===== config.mk =====
export PLATFORM = sky130hd
export DESIGN_NAME = uart_rx_fifo
export DESIGN_NICKNAME = d
export VERILOG_FILES = /design/src/rtl/uart_rx_fifo.sv
export SDC_FILE = /design/constraint.sdc
export NUM_CORES = 1
export LEC_CHECK = 0
export BUFFER_PORTS_ARGS = -buffer_cell sky130_fd_sc_hd__buf_4
export CORE_UTILIZATION = 40
export DETAILED_ROUTE_END_ITERATION = 8
export PLACE_DENSITY = 0.55
export SLEW_MARGIN = 10
export SYNTH_ARGS = -nofsm -noshare
export SYNTH_HDL_FRONTEND = slang
export SYNTH_SLANG_ARGS = --single-unit

===== constraint.sdc =====
create_clock -name clk -period 2.41 [get_ports clk]
set_input_delay 0.241 -clock clk [delete_from_list [all_inputs] [get_ports clk]]
set_output_delay 0.241 -clock clk [all_outputs]
set_load 0.01 [all_outputs]

===== src/rtl/uart_rx_fifo.sv =====
// Oversampling UART receiver: 2-FF rx synchroniser, mid-bit sampling FSM with optional
// parity, and a first-word fall-through receive FIFO with framing/parity/overrun pulses.
//
// state    | meaning
// S_IDLE   | line idle, waiting for rx_s low
// S_START  | timing to mid start bit, rejects glitches
// S_DATA   | sampling data bits LSB first at mid-bit
// S_PARITY | sampling the parity bit
// S_STOP   | sampling the stop bit, then resolving push/error
module uart_rx_fifo #(
    parameter int DATA_BITS   = 8,
    parameter int OVERSAMPLE  = 16,
    parameter int PARITY_MODE = 0,
    parameter int DEPTH       = 4
) (
    input  logic                         clk,
    input  logic                         Rst,
    input  logic                         b_tick,
    input  logic                         rx,
    input  logic                         rd_en,
    output logic [DATA_BITS-1:0]         rd_data,
    output logic                         empty,
    output logic                         full,
    output logic [$clog2(DEPTH+1)-1:0]   count,
    output logic                         busy,
    output logic                         frame_err,
    output logic                         parity_err,
    output logic                         overrun_err
);

    localparam int CW = $clog2(OVERSAMPLE);
    localparam int IW = $clog2(DATA_BITS);
    localparam int PW = $clog2(DEPTH);
    localparam int NW = $clog2(DEPTH + 1);
    localparam logic [CW-1:0] HALF_M1  = CW'(OVERSAMPLE / 2 - 1);
    localparam logic [CW-1:0] FULL_M1  = CW'(OVERSAMPLE - 1);
    localparam logic [IW-1:0] LAST_IDX = IW'(DATA_BITS - 1);

    typedef enum logic [2:0] {S_IDLE, S_START, S_DATA, S_PARITY, S_STOP} state_t;

    state_t                 state_q, state_d;
    logic [CW-1:0]          cnt_q, cnt_d;
    logic [IW-1:0]          idx_q, idx_d;
    logic [DATA_BITS-1:0]   shift_q, shift_d;
    logic                   par_q, par_d;
    logic                   rx_meta_q, rx_s_q;
    logic [DATA_BITS-1:0]   mem_q [DEPTH];
    logic [DATA_BITS-1:0]   mem_d [DEPTH];
    logic [PW-1:0]          wr_ptr_q, wr_ptr_d, rd_ptr_q, rd_ptr_d;
    logic [NW-1:0]          count_q, count_d;
    logic                   frame_err_q, frame_err_d;
    logic                   parity_err_q, parity_err_d;
    logic                   overrun_err_q, overrun_err_d;
    logic                   push, pop, par_xor, par_bad;

    assign empty       = (count_q == '0);
    assign full        = (count_q == NW'(DEPTH));
    assign count       = count_q;
    assign busy        = (state_q != S_IDLE);
    assign rd_data     = empty ? '0 : mem_q[rd_ptr_q];
    assign frame_err   = frame_err_q;
    assign parity_err  = parity_err_q;
    assign overrun_err = overrun_err_q;

    // Timers count down from the interval length and act on reaching zero.
    always_comb begin
        state_d       = state_q;
        cnt_d         = cnt_q;
        idx_d         = idx_q;
        shift_d       = shift_q;
        par_d         = par_q;
        push          = 1'b0;
        frame_err_d   = 1'b0;
        parity_err_d  = 1'b0;
        overrun_err_d = 1'b0;
        par_xor       = (^shift_q) ^ par_q;
        if (PARITY_MODE == 1)      par_bad = par_xor;
        else if (PARITY_MODE == 2) par_bad = ~par_xor;
        else                       par_bad = 1'b0;

        if (b_tick) begin
            unique case (state_q)
                S_IDLE: begin
                    if (!rx_s_q) begin
                        state_d = S_START;
                        cnt_d   = HALF_M1;
                    end
                end
                S_START: begin
                    if (cnt_q == '0) begin
                        if (!rx_s_q) begin
                            state_d = S_DATA;
                            cnt_d   = FULL_M1;
                            idx_d   = '0;
                        end else begin
                            state_d = S_IDLE;
                        end
                    end else begin
                        cnt_d = cnt_q - 1'b1;
                    end
                end
                S_DATA: begin
                    if (cnt_q == '0) begin
                        shift_d[idx_q] = rx_s_q;
                        cnt_d          = FULL_M1;
                        if (idx_q == LAST_IDX) state_d = (PARITY_MODE != 0) ? S_PARITY : S_STOP;
                        else                   idx_d   = idx_q + 1'b1;
                    end else begin
                        cnt_d = cnt_q - 1'b1;
                    end
                end
                S_PARITY: begin
                    if (cnt_q == '0) begin
                        par_d   = rx_s_q;
                        cnt_d   = FULL_M1;
                        state_d = S_STOP;
                    end else begin
                        cnt_d = cnt_q - 1'b1;
                    end
                end
                S_STOP: begin
                    if (cnt_q == '0) begin
                        state_d = S_IDLE;
                        if (!rx_s_q)              frame_err_d   = 1'b1;
                        else if (par_bad)         parity_err_d  = 1'b1;
                        else if (full && !rd_en)  overrun_err_d = 1'b1;
                        else                      push          = 1'b1;
                    end else begin
                        cnt_d = cnt_q - 1'b1;
                    end
                end
                default: state_d = S_IDLE;
            endcase
        end
    end

    // A pop while full frees the slot the simultaneous push lands in.
    always_comb begin
        pop      = rd_en && !empty;
        mem_d    = mem_q;
        wr_ptr_d = wr_ptr_q;
        rd_ptr_d = rd_ptr_q;
        count_d  = count_q;
        if (push) begin
            mem_d[wr_ptr_q] = shift_q;
            wr_ptr_d        = wr_ptr_q + 1'b1;
        end
        if (pop) rd_ptr_d = rd_ptr_q + 1'b1;
        if (push && !pop)      count_d = count_q + 1'b1;
        else if (pop && !push) count_d = count_q - 1'b1;
    end

    always_ff @(posedge clk) begin
        if (Rst) begin
            state_q       <= S_IDLE;
            cnt_q         <= '0;
            idx_q         <= '0;
            shift_q       <= '0;
            par_q         <= 1'b0;
            rx_meta_q     <= 1'b1;
            rx_s_q        <= 1'b1;
            mem_q         <= '{default: '0};
            wr_ptr_q      <= '0;
            rd_ptr_q      <= '0;
            count_q       <= '0;
            frame_err_q   <= 1'b0;
            parity_err_q  <= 1'b0;
            overrun_err_q <= 1'b0;
        end else begin
            state_q       <= state_d;
            cnt_q         <= cnt_d;
            idx_q         <= idx_d;
            shift_q       <= shift_d;
            par_q         <= par_d;
            rx_meta_q     <= rx;
            rx_s_q        <= rx_meta_q;
            mem_q         <= mem_d;
            wr_ptr_q      <= wr_ptr_d;
            rd_ptr_q      <= rd_ptr_d;
            count_q       <= count_d;
            frame_err_q   <= frame_err_d;
            parity_err_q  <= parity_err_d;
            overrun_err_q <= overrun_err_d;
        end
    end

endmodule


==> results.ini, run 1 <==
[worst_setup_path]
rr_worst_depth=11
path_class=flop to flop
worst_path_most_repeated_cell=inv_2
crit_slowest_cell=fa_1
crit_path_end_kind=flop
crit_arrival_ns=2.54
regToRegEndpoint=count[2]$_SDFFE_PP0P_
cp_slowest_stage_delay_ns=0.37
crit_path_start_kind=flop
critPathBufInv=3
crit_cells=11
critical_path.top_delay_family=simple AND/OR/NAND/NOR gates
cp_data_required_time_ns=2.68
reg2reg_slack_ns=0.14
crit_fanout=4
r2r_start=cnt_q[1]$_SDFFE_PP0P_
path_cells=inv_2 > ha_1 > and4bb_2 > nand3_4 > inv_2 > ha_2 > inv_1 > fa_1 > xor2_1 > or3_1 > a21oi_2

[worst_hold_path]
hold_path.startpoint=rx
min_delay_path_depth=2
worstHoldEndpoint=rx_meta_q$_SDFF_PP1_
hold_path.class=input port to flop

[cts]
cts_sinks=61
cts_buffer_depth=2
cts.htree.levels=3
cts_made_buffers=9
ctsHoldBuffers=0
clkSlewWorstSetupHoldPaths_ns=0.07
clock_latency_ns=0.34
cts_tree=done
root_buffer=clkbuf_8

[place]
port_buffers=20
dp_hpwl_um=4100
placed_cell_area_sq_mm=0.00333
routabilityCongestion=0.771

[routing]
vias=2248
avgViaCountPerCell=5.18
drc=0
wl_um=6120
drtAntennaViolNets=0
drt_first_iter_violations=99
wl_per_cell_um=14.1
firstDrtPassIters=4

[synth]
syn_inst=307
synth_top_area_share_pct=39.9
yosysTopAreaCell=dfxtp_1
syn_avg_cell_area_sq_um=9.98
synth-seq-area-share_pct=39.9
syn_area_sq_mm=0.00306
yosysWarnings=0
ys_ff_latch=61
async_flop_share_pct=0
syn_nets=322
synth_area_leaders=dfxtp_1 (40%), mux2i_1 (13%), nor2_1 (6.5%)
synth-main-ff-cell=dfxtp_1
ys_types=52
synth_edf_count=0

[floorplanning]
die_w_um=89.5
io_pins=22
start_util_pct=41.8
core_sq_mm=0.00733
placement_rows=31
die-area_sq_mm=0.00801
chipHeight_um=89.5

[global_route]
antenna_found_initial=0
grt_pass1_wl_um=10300
grt_max_degree=62
gr-usage-all-layers_pct=17.3
grt-ovfl-total=0
grt_pass1_vias=2132

[cells_and_area]
drive_gt1_share_pct=22.4
num-nets-final=347
final_area_sq_mm=0.00352
synthToLayoutAreaGrowth_pct=15.0
antenna_cells=0

[sta]
worst_pin_slew_ns=0.634
drv_slew=0
hold_viol_final=0
setup_viol=0
max_freq_mhz=441
layout_worst_path_cycle_share_pct=94.1
hold-worst-slack_ns=0.0901
finalCriticalPeriod_ns=2.27
fin_skew_ns=0.00706
relSlewSlack_pct=57.7

[power_and_ir_drop]
p_leak_uw=0.00154
power_uw=2350
worst_ir_drop_vdd_mv=0.249
p_per_area_mw_per_mm2=666

[status]
status=finished, final reports clean

[run]
maxCapViolCount=0

-- layout by cell type, fill, tap and decap left out, types with 5 or more instances in the layout --
master,Yosys,final
nor2_1,53,53
ha_1,9,8
buf_4,2,34
nand2b_1,7,7
clkbuf_8,0,11
inv_1,13,10
or3b_1,5,5
mux2i_1,41,41
nand2_1,5,5
a21oi_1,10,9
mux4_2,8,8
dfxtp_1,61,61
and2_1,8,8
-- power by group --
group,internal [uW],leakage [uW],switching [uW]
Sequential,1040,0.000492,43.2
Combinational,212,0.000960,260
Clock,415,0.0000881,375
-- metal layers --
layer  vias to the layer above  GRT usage, %  wire (um)
li1                       1132             -          -
met1                      1072          21.9       3000
met2                        34          28.2       2850
met3                        10          4.71        166
met4                         0          6.93         99
met5                         -             0          0
-- logic make-up (layout without fill, tap and decap cells) --
logic type / Yosys count / count (layout) / synth area share (%)
compound gates: 30 / 30 / 6.70
xor+xnor: 5 / 5 / 1.43
fa+ha+maj: 10 / 10 / 4.33
buf+inv: 33 / 61 / 4.78
flops: 61 / 61 / 39.9
mux: 49 / 49 / 19.3
other cells: 1 / 1 / 0.122
simple gates: 118 / 118 / 23.5
-- through the flow --
step                      util (%)  setup WS, ns  setup TNS (ns)  cells
final                         48.1         0.141               0    434
after global routing          48.1       -0.0166         -0.0166    434
after CTS                     47.7        0.0674               0    432
after detailed placement      45.4        0.0860               0    418
after global placement        45.4         0.134               0    418
after floorplan                  -        0.0172               0    307
-- registers in the layout, indices dropped and copies added, names as in the netlist --
register	flops
rd_ptr_q	2
frame_err	1
shift_q	8
state_q	3
overrun_err	1
idx_q	3
rx_s_q	1
mem_q	32
rx_meta_q	1
cnt_q	4
wr_ptr_q	2
count	3
-- how the worst max path moves through the flow --
stage	to	start	slack, ns
final	count[2]$_SDFFE_PP0P_	cnt_q[1]$_SDFFE_PP0P_	0.14
after global routing	count[2]$_SDFFE_PP0P_	cnt_q[0]$_SDFFE_PP0P_	-0.02
after CTS	count[2]$_SDFFE_PP0P_	cnt_q[0]$_SDFFE_PP0P_	0.07
after detailed placement	count[2]$_SDFFE_PP0P_	cnt_q[0]$_SDFFE_PP0P_	0.09
after global placement	count[2]$_SDFFE_PP0P_	cnt_q[0]$_SDFFE_PP0P_	0.13
after floorplan	count[2]$_SDFFE_PP0P_	cnt_q[0]$_SDFFE_PP0P_	0.02
-- worst reg2reg max path, cell delays in order, from the launching register on --
cell	delay, ns
dfxtp_1	0.32
inv_2	0.08
ha_1	0.16
and4bb_2	0.28
nand3_4	0.10
inv_2	0.06
ha_2	0.17
inv_1	0.05
fa_1	0.37
xor2_1	0.17
or3_1	0.33
a21oi_2	0.14
-- cells in the mapped netlist, drive strengths merged, types with 2 or more instances --
cell type	n
o21ai	5
nand2b	7
nor2b	2
nor3	2
mux2i	41
nor2	53
and4bb	2
a21oi	11
xor2	4
or3	3
ha	9
nand4	8
o211ai	2
or3b	5
nor4	7
nand3	5
nor3b	3
nand2	5
dfxtp	61
or4b	2
mux4	8
inv	13
buf	10
or2	3
clkbuf	10
a211oi	3
and2	8
-- cell type report --
| class | instances | area, sq um |
|---|---|---|
| fill | 709 | 3810 |
| clock buffer | 12 | 155 |
| inverter | 13 | 48.8 |
| clock inverter | 2 | 10.0 |
| multi-input combinational | 213 | 1710 |
| tap | 99 | 124 |
| sequential | 61 | 1220 |
| timing repair buffer | 34 | 255 |
-- timing repair --
| item | in CTS | in global routing |
|---|---|---|
| buffers inserted | 0 | 2 |
| setup endpoints to repair | 0 | 1 |
| resized for setup | 0 | 6 |
(Power assumes the default switching activity.)
==> run 2: changes to the inputs <==
PLACE_DENSITY = not set   (was 0.55)
==> run 2 against run 1 <==
Setup slack lost 0.041 ns. First-iteration DRC count up 5.1%. Final area is 3.1% higher. Final cell count increased by 0.46%. Combinational power is 2% lower. Critical path depth stayed put. Utilization is 1.5 points higher. Die area unchanged. Highest routed layer unchanged. Register-to-register slack worse by 0.04 ns. Clock skew up 0.0045 ns.
==> results.ini, run 2 (synthesized netlist as in run 1, its figures left out) <==
[status]
status=finished, final reports clean

[floorplanning]
io_pins=22
placement_rows=31
core_sq_mm=0.00733
die-area_sq_mm=0.00801
die_w_um=89.5
chipHeight_um=89.5
start_util_pct=41.8

[run]
maxCapViolCount=0

[cts]
ctsHoldBuffers=0
cts_made_buffers=9
clock_latency_ns=0.34
clkSlewWorstSetupHoldPaths_ns=0.07
cts.htree.levels=3
root_buffer=clkbuf_8
cts_sinks=61
cts_tree=done
cts_buffer_depth=2

[sta]
worst_pin_slew_ns=0.643
hold_viol_final=0
setup_viol=0
fin_skew_ns=0.0116
max_freq_mhz=433
layout_worst_path_cycle_share_pct=95.8
setup_slack_ns=0.101
finalCriticalPeriod_ns=2.31
relSlewSlack_pct=57.1
drv_slew=0

[worst_setup_path]
cp_slowest_stage_delay_ns=0.37
crit_arrival_ns=2.58
crit_slowest_cell=fa_1
critPathBufInv=3
crit_path_start_kind=flop
crit_fanout=4
path_cells=inv_2 > ha_2 > and4bb_2 > nand3_4 > inv_2 > ha_2 > inv_1 > fa_1 > xor2_1 > or3_1 > a21oi_2
critical_path.top_delay_family=adder cells
cp_data_required_time_ns=2.68
crit_path_end_kind=flop
path_class=flop to flop

[global_route]
grt_pass1_wl_um=10000
grt_max_degree=62
antenna_found_initial=0
top_usage_layer=met2
grt_pass1_vias=2063
met3_usage_pct=4.16
grt-ovfl-total=0
grtUsageMet2_pct=27.3
grt.met1_usage_pct=21.6
gr-usage-all-layers_pct=17.0

[power_and_ir_drop]
worst_ir_drop_vdd_mv=0.319
pwr-share-comb_pct=16.8
p_leak_uw=0.00159
p_seq_share_pct=39.2
intPower_uw=2070
p_per_area_mw_per_mm2=763
pwr-share-clk_pct=44.0
p_switching_uw=701
p_sw_share_pct=25.3

[routing]
drt_first_iter_violations=104
firstDrtPassIters=4
drc=0
vias=2226
wl_um=5990
drtAntennaViolNets=0
avgViaCountPerCell=5.11
wl_per_cell_um=13.7

[cells_and_area]
final_common_cell=dfxtp_1
drive_gt1_share_pct=23.4
largest_reg_flops=32
largest-register=mem_q
synthToLayoutAreaGrowth_pct=18.6
final_area_sq_mm=0.00363
largestRegisters=mem_q x32, shift_q x8, cnt_q x4
num-nets-final=347
final_cell_mix=dfxtp_1 (61), nor2_1 (53), mux2i_1 (41), buf_4 (34)
antenna_cells=0

[place]
routabilityCongestion=0.772
dp_hpwl_um=3970
port_buffers=20
placed_cell_area_sq_mm=0.00333
post-place-ws_ns=0.0736

[worst_hold_path]
hold_path.class=input port to flop

run 2: final cells by class:
cell class,count,area [sq um]
fillers,685,3700
multi-input cells,213,1710
flip-flops and latches,61,1220
repair buffers,34,255
clock buffers,10,138
clock inverters,6,134
well taps,99,124
inverters,13,48.8
run 2: what timing repair did:
item | 4_1_cts | 5_1_grt
buffers inserted | 0 | 2
setup endpoints to repair | 0 | 1
resized for setup | 0 | 7
run 2: worst paths after layout:
check | endpoint | start | depth (start not counted) | slack (ns)
max reg2reg | count[2]$_SDFFE_PP0P_ | cnt_q[0]$_SDFFE_PP0P_ | 11 | 0.10
min | rx_meta_q$_SDFF_PP1_ | rx | 2 | 0.09
min reg2reg | rx_s_q$_SDFF_PP1_ | rx_meta_q$_SDFF_PP1_ | 1 | 0.41
max | count[2]$_SDFFE_PP0P_ | cnt_q[0]$_SDFFE_PP0P_ | 11 | 0.10
run 2: layer usage:
layer	part of all wire [%]	up-vias
met5	0	-
met4	1.2	0
met3	4.3	6
met2	46	50
met1	48	1036
li1	-	1134
run 2: worst reg2reg max path: stages (launching register included):
cell and delay [ns]:
dfxtp_1 0.34, inv_2 0.09, ha_2 0.18, and4bb_2 0.27, nand3_4 0.09, inv_2 0.06, ha_2 0.18, inv_1 0.05
fa_1 0.37, xor2_1 0.17, or3_1 0.32, a21oi_2 0.12
run 2: power groups by stage:
| stage | Combinational [uW] | Clock [uW] | Sequential, uW |
|---|---|---|---|
| 3_3_place_gp | 458 | 0 | 1110 |
| 2_1_floorplan | 297 | 0 | 1100 |
| 6_report | 465 | 1220 | 1090 |
| 5_1_grt | 520 | 1310 | 1090 |
| 3_5_place_dp | 461 | 0 | 1110 |
| 4_1_cts | 461 | 1260 | 1090 |
run 2: metrics by stage:
stage | hold slack (ns) | total power, uW | cells | TNS (ns) | utilization [%]
after global routing | 0.0774 | 2920 | 436 | -0.00752 | 49.6
after CTS | 0.0698 | 2800 | 434 | 0 | 49.1
after global placement | 0.395 | 1570 | 418 | 0 | 45.4
after detailed placement | 0.393 | 1570 | 418 | 0 | 45.4
final | 0.0894 | 2770 | 436 | 0 | 49.6
after floorplan | 0.345 | 1400 | 307 | 0 | -
==> run 3: changes to the inputs <==
HOLD_SLACK_MARGIN = 0.12   (was not set)
PLACE_DENSITY_LB_ADDON = 0.2   (was not set)
==> run 3 against run 2 <==
Final area down 0.14%. Flip-flop and latch count unchanged. Clock-buffer cell count down 1. Setup slack better by 0.0064 ns. Routed wire length up 0.42%. Critical path type unchanged. Via count up 1.1%. Total power down 7.2%. Register-to-register slack about the same. Die area unchanged.
==> results.ini, run 3 (synthesized netlist as in run 1, its figures left out) <==
[status]
status=finished, final reports clean

[cells_and_area]
final_area_sq_mm=0.00363
largest_reg_flops=32
antenna_cells=0
largestRegisters=mem_q x32, shift_q x8, cnt_q x4
final_cell_mix=dfxtp_1 (60), nor2_1 (53), mux2i_1 (41), buf_4 (37), inv_1 (11)
synthToLayoutAreaGrowth_pct=18.4
num-nets-final=351
largest-register=mem_q
drive_gt1_share_pct=24.0
final_common_cell=dfxtp_1

[floorplanning]
chipHeight_um=89.5
start_util_pct=41.8
core_sq_mm=0.00733
io_pins=22
die_w_um=89.5
placement_rows=31
die-area_sq_mm=0.00801

[sta]
relSlewSlack_pct=56.4
rsz0062_at_grt=no
layout_worst_path_cycle_share_pct=95.6
finalCriticalPeriod_ns=2.30
setup_viol=0
hold_viol_final=0
fin_skew_ns=0.00938
setup_slack_ns=0.107
totalNegativeSetupSlack_ns=0
worst_pin_slew_ns=0.655
drv_slew=0
max_freq_mhz=434

[worst_hold_path]
min_delay_path_depth=3
hold_path.class=input port to flop

[cts]
cts.htree.levels=3
root_buffer=clkbuf_8
cts_sinks=61
clock_latency_ns=0.34
cts_made_buffers=9
clkSlewWorstSetupHoldPaths_ns=0.07
cts_tree=done
cts_buffer_depth=2

[global_route]
grt_pass1_vias=2046
grt_pass1_wl_um=10100
antenna_found_initial=0
grt-ovfl-total=0
gr-usage-all-layers_pct=16.9
grt_max_degree=62

[worst_setup_path]
cp_data_required_time_ns=2.68
path_class=flop to flop
rr_worst_depth=11
crit_path_start_kind=flop
crit_arrival_ns=2.57
crit_path_end_kind=flop
crit_fanout=4

[power_and_ir_drop]
p_per_area_mw_per_mm2=709
p_leak_uw=0.00159
worst_ir_drop_vdd_mv=0.418

[routing]
wl_per_cell_um=13.7
drtAntennaViolNets=0
drt_first_iter_violations=104
wl_um=6010
avgViaCountPerCell=5.12
drc=0
vias=2251
firstDrtPassIters=4

[place]
dp_hpwl_um=4020
routabilityCongestion=0.811
placed_cell_area_sq_mm=0.00335
port_buffers=20
post-place-ws_ns=0.0410

[run]
maxCapViolCount=0

-- run 3: area by class of cell --
class / instances / area [sq um]
clock buffers: 9 / 124
inverters: 13 / 48.8
clock inverters: 7 / 98.8
well taps: 99 / 124
fillers: 691 / 3700
flip-flops and latches: 61 / 1220
repair buffers: 38 / 288
multi-input cells: 213 / 1720
-- run 3: worst max-delay path, cell delays in order (launching register included) --
cell and delay, ns:
dfxtp_2 0.33, inv_2 0.09, ha_4 0.14, and4bb_2 0.28
nand3_4 0.10, inv_1 0.07, ha_2 0.18, inv_1 0.05
fa_1 0.37, xor2_1 0.18, or3_1 0.32, a21oi_2 0.12
-- run 3: path summary, 6_finish.rpt --
path	end	slack (ns)	from
setup / recovery	count[2]$_SDFFE_PP0P_	0.11	cnt_q[0]$_SDFFE_PP0P_
hold reg to reg	rx_s_q$_SDFF_PP1_	0.41	rx_meta_q$_SDFF_PP1_
setup reg to reg	count[2]$_SDFFE_PP0P_	0.11	cnt_q[0]$_SDFFE_PP0P_
hold / removal	cnt_q[0]$_SDFFE_PP0P_	0.24	b_tick
-- run 3: report_power, final --
group / internal (uW) / leakage (uW) / switching, uW
Combinational: 225 / 0.000984 / 263
Clock: 587 / 0.000110 / 418
Sequential: 1040 / 0.000493 / 39.8
-- run 3: layer usage --
| metal | track usage [%] | wire length, um | part of all wire, % | vias up |
|---|---|---|---|---|
| met2 | 26.9 | 2900 | 48 | 43 |
| met5 | 0 | 0 | 0 | - |
| met4 | 4.33 | 65 | 1.1 | 0 |
| li1 | - | - | - | 1143 |
| met3 | 5.54 | 236 | 3.9 | 4 |
| met1 | 22.1 | 2810 | 47 | 1061 |
-- run 3: timing repair --
action                                 CTS  global route
setup buffers                            0             3
hold buffers                             1             0
resized for setup                        0             8
setup endpoints to repair                0             1
endpoints found under the hold margin    1             0
-- run 3: through the flow --
step | total power, uW | util (%) | std cells | hold slack [ns]
floorplan | 1400 | - | 307 | 0.345
global placement | 1580 | 45.6 | 420 | 0.397
detailed placement | 1580 | 45.6 | 420 | 0.395
CTS | 2590 | 48.8 | 437 | 0.240
global route | 2710 | 49.5 | 440 | 0.248
finish | 2570 | 49.5 | 440 | 0.242
